`src/rtl/inst_cache_pkg.sv`:
```
`default_nettype none
// ============================================================================
//  Module      : inst_cache_pkg
//  Description : Shared types and helpers for the 2-way instruction cache.
//  Revision    : 1.0 - initial release
// ============================================================================
package inst_cache_pkg;

    // Instruction word width seen by the CPU and carried by each refill beat
    localparam int unsigned c_WORD_W = 32;

    // One-hot controller states
    typedef enum logic [5:0] {
        ST_IDLE   = 6'b000001,
        ST_LOOKUP = 6'b000010,
        ST_MISS   = 6'b000100,
        ST_RECV   = 6'b001000,
        ST_REFILL = 6'b010000,
        ST_RESP   = 6'b100000
    } state_t;

    // With two ways, the least-recently-used way is always the one not just touched
    function automatic logic other_way(input logic way);
        return ~way;
    endfunction

endpackage
`default_nettype wire

```
`src/rtl/inst_cache_way.sv`:
```
`default_nettype none
// ============================================================================
//  Module      : inst_cache_way
//  Description : One way of the cache: per-set valid bit, tag and line data.
//                Asynchronous read on index, synchronous whole-line write.
//  Revision    : 1.0 - initial release
// ============================================================================
module inst_cache_way
    import inst_cache_pkg::*;
#(
    parameter int SETS       = 8,
    parameter int LINE_WORDS = 8,
    parameter int IDX_W      = 3,
    parameter int TAG_W      = 24
) (
    input  logic                                  clk,
    input  logic                                  rst,
    input  logic [IDX_W-1:0]                      i_idx,
    output logic                                  o_rd_valid,
    output logic [TAG_W-1:0]                      o_rd_tag,
    output logic [LINE_WORDS-1:0][c_WORD_W-1:0]   o_rd_line,
    input  logic                                  i_we,
    input  logic [TAG_W-1:0]                      i_wr_tag,
    input  logic [LINE_WORDS-1:0][c_WORD_W-1:0]   i_wr_line
);

    logic [SETS-1:0]                     r_valid;
    logic [TAG_W-1:0]                    r_tag  [SETS];
    logic [LINE_WORDS-1:0][c_WORD_W-1:0] r_data [SETS];

    // Valid bits: cleared by reset, set when a complete line is installed
    always_ff @(posedge clk) begin
        if (rst) begin
            r_valid <= '0;
        end else if (i_we) begin
            r_valid[i_idx] <= 1'b1;
        end
    end

    // Tag and data storage; contents are meaningless until the valid bit is set
    always_ff @(posedge clk) begin
        if (i_we) begin
            r_tag[i_idx]  <= i_wr_tag;
            r_data[i_idx] <= i_wr_line;
        end
    end

    assign o_rd_valid = r_valid[i_idx];
    assign o_rd_tag   = r_tag[i_idx];
    assign o_rd_line  = r_data[i_idx];

endmodule
`default_nettype wire

```
`src/rtl/inst_cache.sv`:
```
`default_nettype none
// ============================================================================
//  Module      : inst_cache
//  Description : 2-way set-associative read-only instruction cache. Hits
//                answer two cycles after the request; misses burst-refill a
//                full line before answering. One request in flight at a time.
//  Revision    : 1.0 - initial release
// ============================================================================
module inst_cache
    import inst_cache_pkg::*;
#(
    parameter int SETS       = 8,
    parameter int LINE_WORDS = 8,
    parameter int ADDR_W     = 32
) (
    input  logic              clk,
    input  logic              rst,
    input  logic              from_cpu_req_valid,
    input  logic [ADDR_W-1:0] from_cpu_req_addr,
    output logic              to_cpu_req_ready,
    output logic              to_cpu_rsp_valid,
    output logic [31:0]       to_cpu_rsp_data,
    input  logic              from_cpu_rsp_ready,
    output logic              to_mem_rd_req_valid,
    output logic [ADDR_W-1:0] to_mem_rd_req_addr,
    input  logic              from_mem_rd_req_ready,
    input  logic              from_mem_rd_rsp_valid,
    input  logic [31:0]       from_mem_rd_rsp_data,
    input  logic              from_mem_rd_rsp_last,
    output logic              to_mem_rd_rsp_ready
);

    localparam int IDX_W = $clog2(SETS);
    localparam int OFF_W = $clog2(LINE_WORDS) + 2;
    localparam int TAG_W = ADDR_W - IDX_W - OFF_W;
    localparam int CNT_W = OFF_W - 2;

    state_t                              r_state;
    logic [ADDR_W-1:2]                   r_addr;
    logic [SETS-1:0]                     r_lru;
    logic                                r_victim;
    logic [LINE_WORDS-1:0][c_WORD_W-1:0] r_buf;
    logic [CNT_W-1:0]                    r_cnt;
    logic                                r_full;
    logic [31:0]                         r_rsp_data;
    logic                                r_req_ready;
    logic                                r_rsp_valid;
    logic                                r_mem_req_valid;
    logic                                r_mem_rsp_ready;

    logic [IDX_W-1:0]                          w_idx;
    logic [TAG_W-1:0]                          w_tag;
    logic [CNT_W-1:0]                          w_word;
    logic [1:0]                                w_way_valid;
    logic [1:0][TAG_W-1:0]                     w_way_tag;
    logic [1:0][LINE_WORDS-1:0][c_WORD_W-1:0]  w_way_line;
    logic [1:0]                                w_hit;
    logic [1:0]                                w_way_we;
    logic [31:0]                               w_hit_word;
    logic [1:0]                                w_unused_addr_lsb;

    // Byte-lane bits of the PC never select anything
    assign w_unused_addr_lsb = from_cpu_req_addr[1:0];

    assign w_idx      = r_addr[OFF_W +: IDX_W];
    assign w_tag      = r_addr[ADDR_W-1 -: TAG_W];
    assign w_word     = r_addr[2 +: CNT_W];
    assign w_hit_word = w_way_line[w_hit[1]][w_word];

    for (genvar g = 0; g < 2; g++) begin : g_way
        inst_cache_way #(
            .SETS       (SETS),
            .LINE_WORDS (LINE_WORDS),
            .IDX_W      (IDX_W),
            .TAG_W      (TAG_W)
        ) u_way (
            .clk        (clk),
            .rst        (rst),
            .i_idx      (w_idx),
            .o_rd_valid (w_way_valid[g]),
            .o_rd_tag   (w_way_tag[g]),
            .o_rd_line  (w_way_line[g]),
            .i_we       (w_way_we[g]),
            .i_wr_tag   (w_tag),
            .i_wr_line  (r_buf)
        );
        assign w_hit[g]    = w_way_valid[g] && (w_way_tag[g] == w_tag);
        // A truncated burst never reaches the arrays
        assign w_way_we[g] = (r_state == ST_REFILL) && r_full && (r_victim == 1'(g));
    end

    // Controller: request acceptance, lookup, refill burst and response hold
    always_ff @(posedge clk) begin
        if (rst) begin
            r_state         <= ST_IDLE;
            r_addr          <= '0;
            r_lru           <= '0;
            r_victim        <= 1'b0;
            r_cnt           <= '0;
            r_full          <= 1'b0;
            r_rsp_data      <= '0;
            r_req_ready     <= 1'b1;
            r_rsp_valid     <= 1'b0;
            r_mem_req_valid <= 1'b0;
            r_mem_rsp_ready <= 1'b0;
        end else begin
            case (r_state)
                ST_IDLE: begin
                    if (from_cpu_req_valid) begin
                        r_addr      <= from_cpu_req_addr[ADDR_W-1:2];
                        r_req_ready <= 1'b0;
                        r_state     <= ST_LOOKUP;
                    end
                end
                ST_LOOKUP: begin
                    if (|w_hit) begin
                        r_rsp_data   <= w_hit_word;
                        r_lru[w_idx] <= other_way(w_hit[1]);
                        r_rsp_valid  <= 1'b1;
                        r_state      <= ST_RESP;
                    end else begin
                        // Fill an empty way before evicting anything
                        if (!w_way_valid[0]) begin
                            r_victim <= 1'b0;
                        end else if (!w_way_valid[1]) begin
                            r_victim <= 1'b1;
                        end else begin
                            r_victim <= r_lru[w_idx];
                        end
                        r_mem_req_valid <= 1'b1;
                        r_state         <= ST_MISS;
                    end
                end
                ST_MISS: begin
                    if (from_mem_rd_req_ready) begin
                        r_mem_req_valid <= 1'b0;
                        r_cnt           <= '0;
                        r_rsp_data      <= '0;
                        r_mem_rsp_ready <= 1'b1;
                        r_state         <= ST_RECV;
                    end
                end
                ST_RECV: begin
                    if (from_mem_rd_rsp_valid) begin
                        r_buf[r_cnt] <= from_mem_rd_rsp_data;
                        if (r_cnt == w_word) begin
                            r_rsp_data <= from_mem_rd_rsp_data;
                        end
                        r_cnt <= r_cnt + 1'b1;
                        if (from_mem_rd_rsp_last) begin
                            r_full          <= (r_cnt == CNT_W'(LINE_WORDS - 1));
                            r_mem_rsp_ready <= 1'b0;
                            r_state         <= ST_REFILL;
                        end
                    end
                end
                ST_REFILL: begin
                    if (r_full) begin
                        r_lru[w_idx] <= other_way(r_victim);
                    end
                    r_rsp_valid <= 1'b1;
                    r_state     <= ST_RESP;
                end
                ST_RESP: begin
                    if (from_cpu_rsp_ready) begin
                        r_rsp_valid <= 1'b0;
                        r_req_ready <= 1'b1;
                        r_state     <= ST_IDLE;
                    end
                end
                default: begin
                    r_state         <= ST_IDLE;
                    r_req_ready     <= 1'b1;
                    r_rsp_valid     <= 1'b0;
                    r_mem_req_valid <= 1'b0;
                    r_mem_rsp_ready <= 1'b0;
                end
            endcase
        end
    end

    assign to_cpu_req_ready    = r_req_ready;
    assign to_cpu_rsp_valid    = r_rsp_valid;
    assign to_cpu_rsp_data     = r_rsp_data;
    assign to_mem_rd_req_valid = r_mem_req_valid;
    assign to_mem_rd_req_addr  = {w_tag, w_idx, {OFF_W{1'b0}}};
    assign to_mem_rd_rsp_ready = r_mem_rsp_ready;

endmodule
`default_nettype wire

```
`config.mk`:
```
export PLATFORM = sky130hd
export DESIGN_NAME = inst_cache
export DESIGN_NICKNAME = d
export VERILOG_FILES = /design/src/rtl/inst_cache_pkg.sv /design/src/rtl/inst_cache_way.sv /design/src/rtl/inst_cache.sv
export SDC_FILE = /design/constraint.sdc
export NUM_CORES = 2
export LEC_CHECK = 0
export CORE_AREA = 2 2 666 668
export CTS_BUF_LIST = sky130_fd_sc_hd__clkbuf_4
export CTS_CLUSTER_DIAMETER = 200
export CTS_CLUSTER_SIZE = 28
export DETAILED_ROUTE_END_ITERATION = 12
export DIE_AREA = 0 0 668 670
export MAX_ROUTING_LAYER = met4
export SETUP_SLACK_MARGIN = 0.1
export SLEW_MARGIN = 20
export SYNTH_ARGS = -nofsm -noshare
export SYNTH_HDL_FRONTEND = slang
export SYNTH_MEMORY_MAX_BITS = 65536
export SYNTH_SLANG_ARGS = --single-unit
```
`constraint.sdc`:
```
create_clock -name clk -period 29.2 [get_ports clk]
set_input_delay 4.38 -clock clk [delete_from_list [all_inputs] [get_ports clk]]
set_output_delay 4.38 -clock clk [all_outputs]
set_load 0.05 [all_outputs]
```
==> results.toml <==
[routing]
vias = 84480
drt-total-wl_mm = 448.9
ant_nets = 0
drc = 0
wl_per_cell_um = 31.12
first_iter_violations = 9391
dr.pass1.iters = 6
vias_per_cell = 5.857

[run]
drv_cap = 0

[power_and_ir_drop]
seq_power_share_pct = 66.1
peakVddDrop_mv = 0.03220
p_sw_mw = 2.756
cellPowerDensity_nw_per_um2 = 58.98
swShare_pct = 23.93
power_leakage_nw = 57.58
power.share.clock_pct = 20.8
p_int_mw = 8.760
combPwrFrac_pct = 13.1

[yosys]
synth_ff_type = "edfxtp_1"
syn-instance-count = 8313
synth_most_common_cell = "edfxtp_1"
avgSynthCellArea_um2 = 22.16
netlist_area_um2 = 184200
synth_seq_cells = 4840
ys_types = 70
yosysTopAreaCellShare_pct = 77.21
ys_warn_count = 0
synth_commonest_cells = "edfxtp_1, mux4_2, nand2_1, nor2_1, clkbuf_1"
ys_seq_area_share_pct = 78.34
synth_top_area_cell = "edfxtp_1"
async_flop_share_pct = 0
synth_edf_count = 4736
ys_top_cells_by_area = "edfxtp_1, mux4_2, mux2i_1"

[critical_path]
arrival_ns = 10.78
critical_path_class = "flop to flop"
endpoint_kind = "flop"
r2r_slack_ns = 19.91
r2r-end = "to_cpu_rsp_data[6]"
required_ns = 30.69
cp-start-kind = "flop"
cp_max_fo = 88
reg2reg_depth = 18

[place]
place.gp.congestion = 0.7585
dp_cells = 14070
numPortBuffers = 131
hpwl_mm = 227.8

[outcome]
status = "complete, no violations"

[cts]
cts.sinks = 4840
cts_tree = "done"
cts_buffer_depth = 4
cts_resized = 0
root_buffer = "clkbuf_4"
clk_latency_ns = 1.60
postCtsSetupBuffers = 0
cts_buffers = 194
hold_buffers = 0
htree_levels = 4
clkTransAtPathRegs_ns = 0.26

[timing]
rsz0062_at_grt = "false"
finalCritPeriodShare_pct = 31.83
tns_ns = 0
drv_slew = 0
max_freq_mhz = 107.6
min_period_ns = 9.293
finalHoldViolations = 0
slew_headroom_pct = 22.49
final-setup-viol-count = 0
tightest_slew_ns = 1.163
clock_skew_ns = 0.1164

[global_route]
grt_max_degree = 130
grt_first_pass_wirelength_mm = 637.2
antenna_found_initial = 36
grt.overflow.total = 0
track_usage_pct = 20.38
grt_pass1_vias = 86040

[floorplan]
initial_core_util_pct = 41.84
fp-row-count = 244
core_um2 = 440200
die_h_um = 670
die_area_um2 = 447600
die_w_um = 668
io_pins = 139

[layout]
syn2layout_area_growth_pct = 6.010
fin_cells = 14420
fillers = 36950
fin_nets = 8434
drive_gt1_share_pct = 21.60

[min_path]
hold_start = "r_addr[30]"
whs_endpoint = "r_addr[30]"
min_path_cells = 2
hp-class = "flop to flop"
-- metrics by stage --
stage | hold WS (ns) | util (%) | cell area (um^2) | total power, mW | setup slack [ns]
floorplan | 0.4324 | - | 184200 | 8.876 | 15.08
detailed placement | 0.4550 | 43.76 | 192700 | 9.293 | 19.69
global route | 0.5023 | 44.35 | 195200 | 11.92 | 19.21
finish | 0.4770 | 44.35 | 195300 | 11.52 | 19.91
global placement | 0.4486 | 43.76 | 192700 | 9.288 | 19.75
CTS | 0.4823 | 44.33 | 195200 | 11.63 | 19.68
-- layer usage --
metal | track usage [%] | part of all wire (%) | vias up
li1 | - | - | 34590
met1 | 26.49 | 40 | 46730
met2 | 34.82 | 52 | 2724
met3 | 1.861 | 5.6 | 433
met4 | 5.008 | 2.8 | 0
met5 | - | 0 | -
-- flip-flops by register name, summed over array words and instances, names as in the netlist, named ones only --
| register | count |
|---|---|
| r_full | 1 |
| r_victim | 1 |
| r_cnt | 3 |
| to_cpu_rsp_data | 32 |
| r_addr | 30 |
| r_lru | 8 |
| to_mem_rd_req_valid | 1 |
| to_cpu_rsp_valid | 1 |
| r_state | 6 |
| r_buf | 256 |
| g_way.u_way.r_data | 4096 |
| g_way.u_way.r_valid | 16 |
| to_cpu_req_ready | 1 |
| g_way.u_way.r_tag | 384 |
| to_mem_rd_rsp_ready | 1 |
-- final cells by class --
| cell class | instances | area (um^2) | share of cell area (%) |
|---|---|---|---|
| inverters | 10 | 45.04 | 0.02307 |
| multi-input cells | 2966 | 37690 | 19.30 |
| clock buffers | 316 | 2372 | 1.215 |
| flip-flops and latches | 4840 | 144300 | 73.91 |
| clock inverters | 6 | 127.6 | 0.06536 |
| well taps | 5904 | 7387 | 3.783 |
| diodes | 33 | 82.58 | 0.04229 |
| repair buffers | 349 | 3231 | 1.655 |
-- critical path, stage by stage, from the launching register on --
cell,delay [ns]
dfxtp_4,0.87
buf_4,0.75
buf_4,0.76
buf_4,0.82
mux4_2,0.60
mux2i_1,0.18
xor2_1,0.35
nor3b_1,0.27
nand4_1,0.18
nor4_4,0.37
buf_12,0.47
buf_4,0.67
buf_4,0.70
buf_4,0.64
mux4_2,0.59
nor2b_1,0.17
a31oi_1,0.06
a21oi_1,0.32
o21ai_1,0.12
-- cell usage in the layout, fill, tap and decap left out, drive strengths merged, types with 12 or more instances in the layout --
cell type,count
o21ai,40
nand2b,17
a22oi,40
a21oi,129
diode,33
mux4,1168
nor2b,39
o311ai,60
and3,60
mux2i,235
xnor2,38
buf,219
dfxtp,104
nand2,364
clkbuf,316
edfxtp,4736
a31oi,130
nor2,304
nor3,18
mux2,75
o31ai,65
inv,12
clkdlybuf4s50,130
nand3,40
o211ai,32
-- how the worst max path moves through the flow --
stage                from                           to  cells past startpoint
3_5_place_dp         flop           to_cpu_rsp_data[6]                     18
5_1_grt              flop          to_cpu_rsp_data[31]                     18
4_1_cts              flop           to_cpu_rsp_data[6]                     18
3_3_place_gp         flop           to_cpu_rsp_data[6]                     18
6_report             flop           to_cpu_rsp_data[6]                     18
2_1_floorplan  r_state[1]  g_way[0].u_way.r_data[1][0]                      7
-- kinds of logic after synthesis --
logic type / Yosys count / synth area share, %
and+or+nand+nor: 895 / 2.130
AOI/OAI and AO/OA: 542 / 1.950
adders and majority gates: 2 / 0.01358
buffers and inverters: 511 / 1.333
xor gates and xnor gates: 44 / 0.2092
DFF: 4840 / 78.34
other: 1 / 0.002036
muxes: 1478 / 16.02
-- power groups by stage --
stage	sequential [mW]	combinational (mW)	clock (mW)
floorplan	7.73	1.14	0
global placement	7.76	1.53	0
detailed placement	7.76	1.53	0
CTS	7.61	1.53	2.48
global route	7.62	1.62	2.69
finish	7.61	1.51	2.40
Note: power is estimated with default switching activity, not from simulation.
